File: src/rtl/piso_pkg.sv
// Shared types and constants for the piso parallel-in/serial-out transmitter.
package piso_pkg;

  localparam int unsigned AXI4_ADDR_BITS = 32;
  localparam int unsigned AXI4_DATA_BITS = 32;
  localparam int unsigned AXI4_STRB_BITS = AXI4_DATA_BITS / 8;
  localparam int unsigned AXI4_PROT_BITS = 3;
  localparam int unsigned AXI4_RESP_BITS = 2;

  localparam logic [AXI4_ADDR_BITS-1:0] MMIO_BASE_ADDR_DFLT = 32'h4000_0000;

  typedef enum logic {
    IDLE,
    SHIFT
  } piso_state_e;

  // Register select is the word index within the 16-byte window (byte offset / 4)
  localparam logic [1:0] REG_DATA   = 2'd0;
  localparam logic [1:0] REG_DIV    = 2'd1;
  localparam logic [1:0] REG_STATUS = 2'd2;
  localparam logic [1:0] REG_CTRL   = 2'd3;

  localparam int unsigned STAT_NOT_EMPTY = 0;
  localparam int unsigned STAT_FULL      = 1;
  localparam int unsigned STAT_EN        = 2;
  localparam int unsigned STAT_SOFT_RST  = 3;

  localparam logic [AXI4_RESP_BITS-1:0] RESP_OKAY   = 2'b00;
  localparam logic [AXI4_RESP_BITS-1:0] RESP_SLVERR = 2'b10;

  function automatic logic in_window(input logic [AXI4_ADDR_BITS-1:0] addr,
                                     input logic [AXI4_ADDR_BITS-1:0] base);
    return addr[AXI4_ADDR_BITS-1:4] == base[AXI4_ADDR_BITS-1:4];
  endfunction

endpackage

File: src/rtl/piso_fifo.sv
// Single-clock FIFO with wrap-bit pointers, synchronous flush and fill level.
module piso_fifo #(
  parameter int unsigned WIDTH = 32,
  parameter int unsigned DEPTH = 16,
  parameter int unsigned AW    = $clog2(DEPTH)
) (
  input  logic             clk,
  input  logic             rst_n,
  input  logic             flush,
  input  logic             push,
  input  logic             pop,
  input  logic [WIDTH-1:0] wdata,
  output logic [WIDTH-1:0] rdata,
  output logic             full,
  output logic             empty,
  output logic [AW:0]      level
);

  logic [WIDTH-1:0] mem [DEPTH];
  logic [AW:0]      wr_ptr;
  logic [AW:0]      rd_ptr;
  logic             do_push;
  logic             do_pop;

  assign empty   = (wr_ptr == rd_ptr);
  assign full    = (wr_ptr[AW] != rd_ptr[AW]) && (wr_ptr[AW-1:0] == rd_ptr[AW-1:0]);
  assign level   = wr_ptr - rd_ptr;
  assign rdata   = mem[rd_ptr[AW-1:0]];
  assign do_push = push && !full && !flush;
  assign do_pop  = pop && !empty && !flush;

  always_ff @(posedge clk or negedge rst_n) begin
    if (!rst_n) begin
      wr_ptr <= '0;
      rd_ptr <= '0;
    end else if (flush) begin
      wr_ptr <= '0;
      rd_ptr <= '0;
    end else begin
      if (do_push) wr_ptr <= wr_ptr + (AW+1)'(1);
      if (do_pop)  rd_ptr <= rd_ptr + (AW+1)'(1);
    end
  end

  always_ff @(posedge clk) begin
    if (do_push) mem[wr_ptr[AW-1:0]] <= wdata;
  end

endmodule

File: src/rtl/piso.sv
// AXI4-Lite fed parallel-in/serial-out transmitter, LSB first, programmable bit period.
// Optional even parity bit per frame when PISO_PARITY_EN is defined.
module piso
  import piso_pkg::*;
#(
  parameter int unsigned                PISO_WIDTH     = 32,
  parameter int unsigned                PISO_DEPTH     = 16,
  parameter int unsigned                DIV_BITS       = 16,
  parameter logic [AXI4_ADDR_BITS-1:0]  MMIO_BASE_ADDR = MMIO_BASE_ADDR_DFLT
) (
  input  logic                      s_axi4lite_clk,
  input  logic                      s_axi4lite_rstn,
  output logic                      sout,
  output logic                      sout_valid,
  output logic                      s_axi4lite_aw_ready,
  input  logic                      s_axi4lite_aw_valid,
  input  logic [AXI4_ADDR_BITS-1:0] s_axi4lite_aw_addr,
  input  logic [AXI4_PROT_BITS-1:0] s_axi4lite_aw_prot,
  output logic                      s_axi4lite_w_ready,
  input  logic                      s_axi4lite_w_valid,
  input  logic [AXI4_DATA_BITS-1:0] s_axi4lite_w_data,
  input  logic [AXI4_STRB_BITS-1:0] s_axi4lite_w_strb,
  input  logic                      s_axi4lite_b_ready,
  output logic                      s_axi4lite_b_valid,
  output logic [AXI4_RESP_BITS-1:0] s_axi4lite_b_resp,
  output logic                      s_axi4lite_ar_ready,
  input  logic                      s_axi4lite_ar_valid,
  input  logic [AXI4_ADDR_BITS-1:0] s_axi4lite_ar_addr,
  input  logic [AXI4_PROT_BITS-1:0] s_axi4lite_ar_prot,
  input  logic                      s_axi4lite_r_ready,
  output logic                      s_axi4lite_r_valid,
  output logic [AXI4_DATA_BITS-1:0] s_axi4lite_r_data,
  output logic [AXI4_RESP_BITS-1:0] s_axi4lite_r_resp
);

  localparam int unsigned LVL_W = $clog2(PISO_DEPTH) + 1;
  localparam int unsigned CNT_W = $clog2(PISO_WIDTH + 1);
`ifdef PISO_PARITY_EN
  localparam int unsigned LAST_BIT = PISO_WIDTH;
`else
  localparam int unsigned LAST_BIT = PISO_WIDTH - 1;
`endif

  logic clk;
  logic rst_n;
  assign clk   = s_axi4lite_clk;
  assign rst_n = s_axi4lite_rstn;

  // Control/status registers
  logic [DIV_BITS-1:0] div;
  logic                en;
  logic                soft_rstn;

  // AXI capture state
  logic                      aw_held;
  logic                      w_held;
  logic                      rd_req;
  logic [AXI4_ADDR_BITS-1:0] aw_addr_q;
  logic [AXI4_ADDR_BITS-1:0] ar_addr_q;
  logic [AXI4_DATA_BITS-1:0] w_data_q;
  logic                      wr_fire;
  logic                      wr_hit;
  logic                      rd_hit;
  logic [1:0]                wr_sel;
  logic [1:0]                rd_sel;
  logic                      wr_push_req;
  logic [AXI4_DATA_BITS-1:0] rd_word;

  // FIFO interface
  logic                  fifo_push;
  logic                  fifo_pop;
  logic                  fifo_full;
  logic                  fifo_empty;
  logic [PISO_WIDTH-1:0] fifo_rdata;
  logic [LVL_W-1:0]      fifo_level;

  // Shifter
  piso_state_e           state, state_n;
  logic [PISO_WIDTH-1:0] shreg, shreg_n;
  logic [CNT_W-1:0]      bit_cnt, bit_cnt_n;
  logic [DIV_BITS-1:0]   div_cnt, div_cnt_n;
  logic                  tick;
  logic                  load;
  logic                  cur_bit;

  // Sink for bus fields this block deliberately ignores
  logic unused_bus_fields;
  assign unused_bus_fields = ^{s_axi4lite_aw_prot, s_axi4lite_ar_prot, s_axi4lite_w_strb,
                               aw_addr_q[1:0], ar_addr_q[1:0]};

  assign s_axi4lite_aw_ready = !aw_held && !s_axi4lite_b_valid;
  assign s_axi4lite_w_ready  = !w_held && !s_axi4lite_b_valid;
  assign s_axi4lite_ar_ready = !rd_req && !s_axi4lite_r_valid;

  assign wr_fire     = aw_held && w_held;
  assign wr_hit      = in_window(aw_addr_q, MMIO_BASE_ADDR);
  assign rd_hit      = in_window(ar_addr_q, MMIO_BASE_ADDR);
  assign wr_sel      = aw_addr_q[3:2];
  assign rd_sel      = ar_addr_q[3:2];
  assign wr_push_req = wr_fire && wr_hit && (wr_sel == REG_DATA);
  // full is sampled before any same-cycle pop, so a push while full is always refused
  assign fifo_push   = wr_push_req && soft_rstn && !fifo_full;

  always_ff @(posedge clk or negedge rst_n) begin
    if (!rst_n) begin
      aw_held            <= 1'b0;
      w_held             <= 1'b0;
      aw_addr_q          <= '0;
      w_data_q           <= '0;
      s_axi4lite_b_valid <= 1'b0;
      s_axi4lite_b_resp  <= '0;
      div                <= '0;
      en                 <= 1'b1;
      soft_rstn          <= 1'b1;
    end else begin
      if (s_axi4lite_aw_valid && s_axi4lite_aw_ready) begin
        aw_held   <= 1'b1;
        aw_addr_q <= s_axi4lite_aw_addr;
      end
      if (s_axi4lite_w_valid && s_axi4lite_w_ready) begin
        w_held   <= 1'b1;
        w_data_q <= s_axi4lite_w_data;
      end
      if (s_axi4lite_b_valid && s_axi4lite_b_ready) s_axi4lite_b_valid <= 1'b0;
      if (wr_fire) begin
        aw_held            <= 1'b0;
        w_held             <= 1'b0;
        s_axi4lite_b_valid <= 1'b1;
        s_axi4lite_b_resp  <= (wr_push_req && !fifo_push) ? RESP_SLVERR : RESP_OKAY;
        if (wr_hit) begin
          case (wr_sel)
            REG_DIV:  div <= w_data_q[DIV_BITS-1:0];
            REG_CTRL: begin
              en        <= w_data_q[0];
              soft_rstn <= w_data_q[1];
            end
            default: ;
          endcase
        end
      end
    end
  end

  always_comb begin
    rd_word = '0;
    if (rd_hit) begin
      case (rd_sel)
        REG_DIV: begin
          rd_word[AXI4_DATA_BITS-1 -: 8] = 8'(fifo_level);
          rd_word[DIV_BITS-1:0]          = div;
        end
        REG_STATUS: begin
          rd_word[STAT_SOFT_RST]  = ~soft_rstn;
          rd_word[STAT_EN]        = en;
          rd_word[STAT_FULL]      = fifo_full;
          rd_word[STAT_NOT_EMPTY] = !fifo_empty;
        end
        REG_CTRL: rd_word[1:0] = {soft_rstn, en};
        default: ;
      endcase
    end
  end

  always_ff @(posedge clk or negedge rst_n) begin
    if (!rst_n) begin
      rd_req             <= 1'b0;
      ar_addr_q          <= '0;
      s_axi4lite_r_valid <= 1'b0;
      s_axi4lite_r_data  <= '0;
      s_axi4lite_r_resp  <= '0;
    end else begin
      if (s_axi4lite_ar_valid && s_axi4lite_ar_ready) begin
        rd_req    <= 1'b1;
        ar_addr_q <= s_axi4lite_ar_addr;
      end
      if (rd_req) begin
        rd_req             <= 1'b0;
        s_axi4lite_r_valid <= 1'b1;
        s_axi4lite_r_data  <= rd_word;
        s_axi4lite_r_resp  <= RESP_OKAY;
      end else if (s_axi4lite_r_valid && s_axi4lite_r_ready) begin
        s_axi4lite_r_valid <= 1'b0;
      end
    end
  end

  piso_fifo #(
    .WIDTH (PISO_WIDTH),
    .DEPTH (PISO_DEPTH)
  ) u_fifo (
    .clk   (clk),
    .rst_n (rst_n),
    .flush (!soft_rstn),
    .push  (fifo_push),
    .pop   (fifo_pop),
    .wdata (w_data_q[PISO_WIDTH-1:0]),
    .rdata (fifo_rdata),
    .full  (fifo_full),
    .empty (fifo_empty),
    .level (fifo_level)
  );

  // >= rather than == so shrinking div below the running count ends the bit at once
  assign tick = (div_cnt >= div);

  always_comb begin
    state_n   = state;
    shreg_n   = shreg;
    bit_cnt_n = bit_cnt;
    div_cnt_n = div_cnt;
    fifo_pop  = 1'b0;
    load      = 1'b0;
    if (!soft_rstn) begin
      state_n = IDLE;
    end else begin
      case (state)
        IDLE: begin
          if (en && !fifo_empty) load = 1'b1;
        end
        SHIFT: begin
          if (!tick) begin
            div_cnt_n = div_cnt + DIV_BITS'(1);
          end else if (bit_cnt == CNT_W'(LAST_BIT)) begin
            if (en && !fifo_empty) load = 1'b1;
            else                   state_n = IDLE;
          end else begin
            div_cnt_n = '0;
            shreg_n   = shreg >> 1;
            bit_cnt_n = bit_cnt + CNT_W'(1);
          end
        end
        default: state_n = IDLE;
      endcase
    end
    if (load) begin
      fifo_pop  = 1'b1;
      shreg_n   = fifo_rdata;
      bit_cnt_n = '0;
      div_cnt_n = '0;
      state_n   = SHIFT;
    end
  end

  always_ff @(posedge clk or negedge rst_n) begin
    if (!rst_n) begin
      state   <= IDLE;
      shreg   <= '0;
      bit_cnt <= '0;
      div_cnt <= '0;
    end else begin
      state   <= state_n;
      shreg   <= shreg_n;
      bit_cnt <= bit_cnt_n;
      div_cnt <= div_cnt_n;
    end
  end

`ifdef PISO_PARITY_EN
  logic par;
  always_ff @(posedge clk or negedge rst_n) begin
    if (!rst_n)    par <= 1'b0;
    else if (load) par <= ^fifo_rdata;
  end
  assign cur_bit = (bit_cnt == CNT_W'(PISO_WIDTH)) ? par : shreg[0];
`else
  assign cur_bit = shreg[0];
`endif

  // Registered line outputs; soft reset blanks them one cycle after it is written
  always_ff @(posedge clk or negedge rst_n) begin
    if (!rst_n) begin
      sout       <= 1'b0;
      sout_valid <= 1'b0;
    end else begin
      sout_valid <= (state == SHIFT) && soft_rstn;
      sout       <= (state == SHIFT) && soft_rstn && cur_bit;
    end
  end

endmodule

File: config.mk
export PLATFORM = sky130hd
export DESIGN_NAME = piso
export DESIGN_NICKNAME = d
export VERILOG_FILES = /design/src/rtl/piso_pkg.sv /design/src/rtl/piso_fifo.sv /design/src/rtl/piso.sv
export SDC_FILE = /design/constraint.sdc
export NUM_CORES = 1
export LEC_CHECK = 0
export ABC_AREA = 1
export CAP_MARGIN = 40
export CORE_MARGIN = 5
export CORE_UTILIZATION = 30
export CTS_CLUSTER_DIAMETER = 200
export DETAILED_ROUTE_END_ITERATION = 12
export RECOVER_POWER = 50
export SLEW_MARGIN = 40
export SYNTH_ARGS = -nofsm -noshare
export SYNTH_HDL_FRONTEND = slang
export SYNTH_SLANG_ARGS = --single-unit
File: constraint.sdc
create_clock -name s_axi4lite_clk -period 12.6 [get_ports s_axi4lite_clk]
set_clock_uncertainty 0.1 [all_clocks]
set_input_delay 3.78 -clock s_axi4lite_clk [delete_from_list [all_inputs] [get_ports s_axi4lite_clk]]
set_output_delay 3.78 -clock s_axi4lite_clk [all_outputs]
set_load 0.01 [all_outputs]
==> flow_summary_export.csv <==
group,metric,value,unit
clock_tree,cts_resized,0,
clock_tree,cts_htree_levels,3,
outcome,violations,"capacitance limit, slew limit",
worst_setup_path,critical_path_class,"reg -> reg",
synth,synth_cells,2502,
worst_setup_path,cp_data_arrival_time,8560,ps
min_path,hold-path-endpoint,"ar_addr_q[31]$_DFFE_PN0P_",
detailed_routing,drcViolationCount,0,
outcome,status,"finished, violations left",
synth,synth_area,0.0296,mm²
worst_setup_path,worstReg2RegEnd,"u_fifo.rd_ptr[2]$_DFFE_PN0P_",
synth,synthArstFlopShare,28.5,%
placement,portBuffers,127,
power,leakage,12.4,nW
cells_and_area,drive_gt1_share,8.36,%
min_path,holdPathStages,2,
placement,place_ws,7020,ps
floorplan,dieArea,0.105,mm²
clock_tree,cts_tree,"built",
synth,yosysWarnings,0,
worst_setup_path,crit_family,"buffers and inverters",
cells_and_area,fin_nets,2739,
clock_tree,cts_root_buf,"clkbuf_16",
timing,final_max_slew_viol_count,211,
clock_tree,path_clk_slew,60,ps
floorplan,start_util,30.1,%
clock_tree,post_cts_buffers,0,
floorplan,die_w,324,µm
synth,synth_enable_flop_cells,512,
worst_setup_path,slowest_delay,2170,ps
timing,period_minus_slack,8150,ps
power,peakVddDrop,0.0834,mV
worst_setup_path,cp.required,13010,ps
synth,ys_seq_area_share,69.3,%
synth,synth_flop_cell,"edfxtp_1",
timing,max_slew_margin,-193,%
global_routing,grt_max_degree,96,
global_routing,grt_usage,13.6,%
worst_setup_path,cp-end-kind,"flip-flop",
floorplan,fp.coreArea,0.0981,mm²
power,total_power,0.00571,W
global_routing,grt_overflow,0,
synth,yosys.area.top_type,"edfxtp_1",
global_routing,grt_pass1_vias,18500,
synth,synthTopCellsByArea,"edfxtp_1, dfrtp_1, nor2_1",
detailed_routing,ant_nets,0,
detailed_routing,dr.first_iter.drc_count,1351,
synth,synth_common_cells,"edfxtp_1, nor2_1, nand2_1",
placement,gp_congestion,0.779,
clock_tree,cts_made_buffers,75,
detailed_routing,vias,19000,
min_path,min_from,"ar_addr_q[31]$_DFFE_PN0P_",
worst_setup_path,worst-path-max-fanout,73,
timing,rsz0062_at_grt,"no",
clock_tree,clockBufferDepth,3,
synth,syn_area_per_cell,11.8,µm²
floorplan,ios,156,
worst_setup_path,reg2reg_depth,12,
synth,synth_top_area_share,52.0,%
worst_setup_path,crit_path_frequent_cell,"nand2_1",
timing,worstMarginPinSlew,4390,ps
clock_tree,clkLatencyLatePin,620,ps
global_routing,antenna_found_initial,3,
detailed_routing,dr.pass1.iters,5,
clock_tree,clkSinkCount,716,
timing,fin_crit_sh,64.7,%
global_routing,grt_pass1_wl,110000,µm
cells_and_area,fill_cells,9636,
timing,hold_violations,0,
worst_setup_path,cpMaxStageDelayCell,"nand2_1",
cells_and_area,final_cell_area,0.0344,mm²
timing,setup_violations,0,
min_path,hold_path_class,"reg -> reg",
floorplan,die_h,324,µm
timing,clock.fmax,123,MHz
worst_setup_path,crit_buf_inv,4,
power,power_density,166,mW/mm²
placement,place_area,0.0321,mm²
detailed_routing,avgViaCountPerCell,4.81,
detailed_routing,routed_wl,73200,µm
synth,yosysMostFrequentCell,"edfxtp_1",
synth,yosys_register_bits,716,
timing,tns,0,ps
clock_tree,postCtsHoldBufs,0,
cells_and_area,syn_to_final_growth,16.2,%
floorplan,rows,115,
run,max-cap-violations,4,
worst_setup_path,cp.depth,12,
detailed_routing,wire_per_inst,18.6,µm
worst_setup_path,startpoint_type,"flip-flop",
timing,worst_slack,4450,ps
worst_setup_path,path_cells,"clkbuf_1 -> inv_1 -> clkbuf_1 -> ha_1 -> nand2_1 -> nor2_1 -> nand2b_2 -> nand3_1 -> clkinvlp_2 -> nand2_1 -> nand2_1 -> o21ai_0",
worst_setup_path,r2r-start,"u_fifo.rd_ptr[3]$_DFFE_PN0P_",
synth,yosysUniqueCellTypes,48,
worst_setup_path,r2r_setup_slack,4450,ps
placement,hpwl,39800,µm
worst reg2reg max path: stages, from the launching register on:
cell and delay, ps:
dfrtp_1 670, clkbuf_1 390, inv_1 960, clkbuf_1 1420
ha_1 440, nand2_1 80, nor2_1 180, nand2b_2 110
nand3_1 170, clkinvlp_2 520, nand2_1 2180, nand2_1 470
o21ai_0 360
cells by family after synthesis:
family | synth area share [%]
compound gates | 10.2
other cells | 0.0127
flops | 69.3
buf+inv | 4.22
xor+xnor | 0.681
mux | 1.71
fa+ha+maj | 1.38
simple gates | 12.5
layout make-up:
cell class	instances	area (µm²)	area share (%)
tap	1287	1610	4.69
multi-input combinational	1544	7940	23.1
antenna	2	5.00	0.0146
timing repair buffer	165	1560	4.54
clock buffer	96	2010	5.84
clock inverter	41	384	1.12
inverter	92	355	1.03
sequential	716	20500	59.6
state kept, by name, summed over array words and instances (netlist names), 6 cells and up:
signal	cells
u_fifo.mem	512
shreg	32
w_data_q	32
ar_addr_q	30
aw_addr_q	30
s_axi4lite_r_data	21
div	16
div_cnt	16
bit_cnt	6
worst max path at each step:
stage,start,slack (ps),end
2_1_floorplan,s_axi4lite_w_valid,7770,w_held$_DFFE_PN0P_
3_5_place_dp,s_axi4lite_w_valid,7020,w_data_q[27]$_DFFE_PN0P_
6_report,u_fifo.rd_ptr[3]$_DFFE_PN0P_,4450,u_fifo.rd_ptr[2]$_DFFE_PN0P_
3_3_place_gp,s_axi4lite_ar_valid,6620,ar_addr_q[2]$_DFFE_PN0P_
4_1_cts,rd_req$_DFF_PN0_,6830,s_axi4lite_ar_ready
5_1_grt,u_fifo.rd_ptr[3]$_DFFE_PN0P_,4020,u_fifo.rd_ptr[2]$_DFFE_PN0P_
metrics by stage:
stage / hold WS, ps / cells / utilization [%]
after global placement: 364 / 3802 / 32.6
after floorplan: 350 / 2515 / -
after detailed placement: 365 / 3804 / 32.7
final: 381 / 3943 / 35.0
after CTS: 383 / 3941 / 35.1
after global routing: 394 / 3943 / 35.0
power by group:
part	total [W]	internal, W	switching (W)
sequential	0.00321	0.00292	0.000293
combinational	0.000330	0.000165	0.000166
clock	0.00217	0.00126	0.000912
total	0.00571	0.00434	0.00137
cells in the final DEF, fill, tap and decap left out, drive strengths merged, types with 3 or more instances in the layout:
master,n
bufinv,6
conb,14
nor3,10
xor2,21
o21ai,346
o221ai,24
a22oi,3
o22ai,78
o211ai,46
mux2,45
buf,33
inv,95
nor2,401
dfrtp,202
edfxtp,512
nor4,8
clkinv,31
nand3,141
nand2,314
ha,31
dlygate4sd3,3
clkbuf,102
clkdlybuf4s50,123
nand4,15
a21oi,38
layer usage:
layer  global-route usage [%]  routed length, µm  part of all wire (%)  vias to the layer above
met5                        0                  0                     0                        -
met4                     5.27               2240                   3.1                        0
met3                     1.92               3250                   4.4                      111
met2                     24.2              37500                    51                      427
met1                     16.9              30200                    41                     9387
li1                         -                  -                     -                     9040
Note: power is estimated with default switching activity, not from simulation.
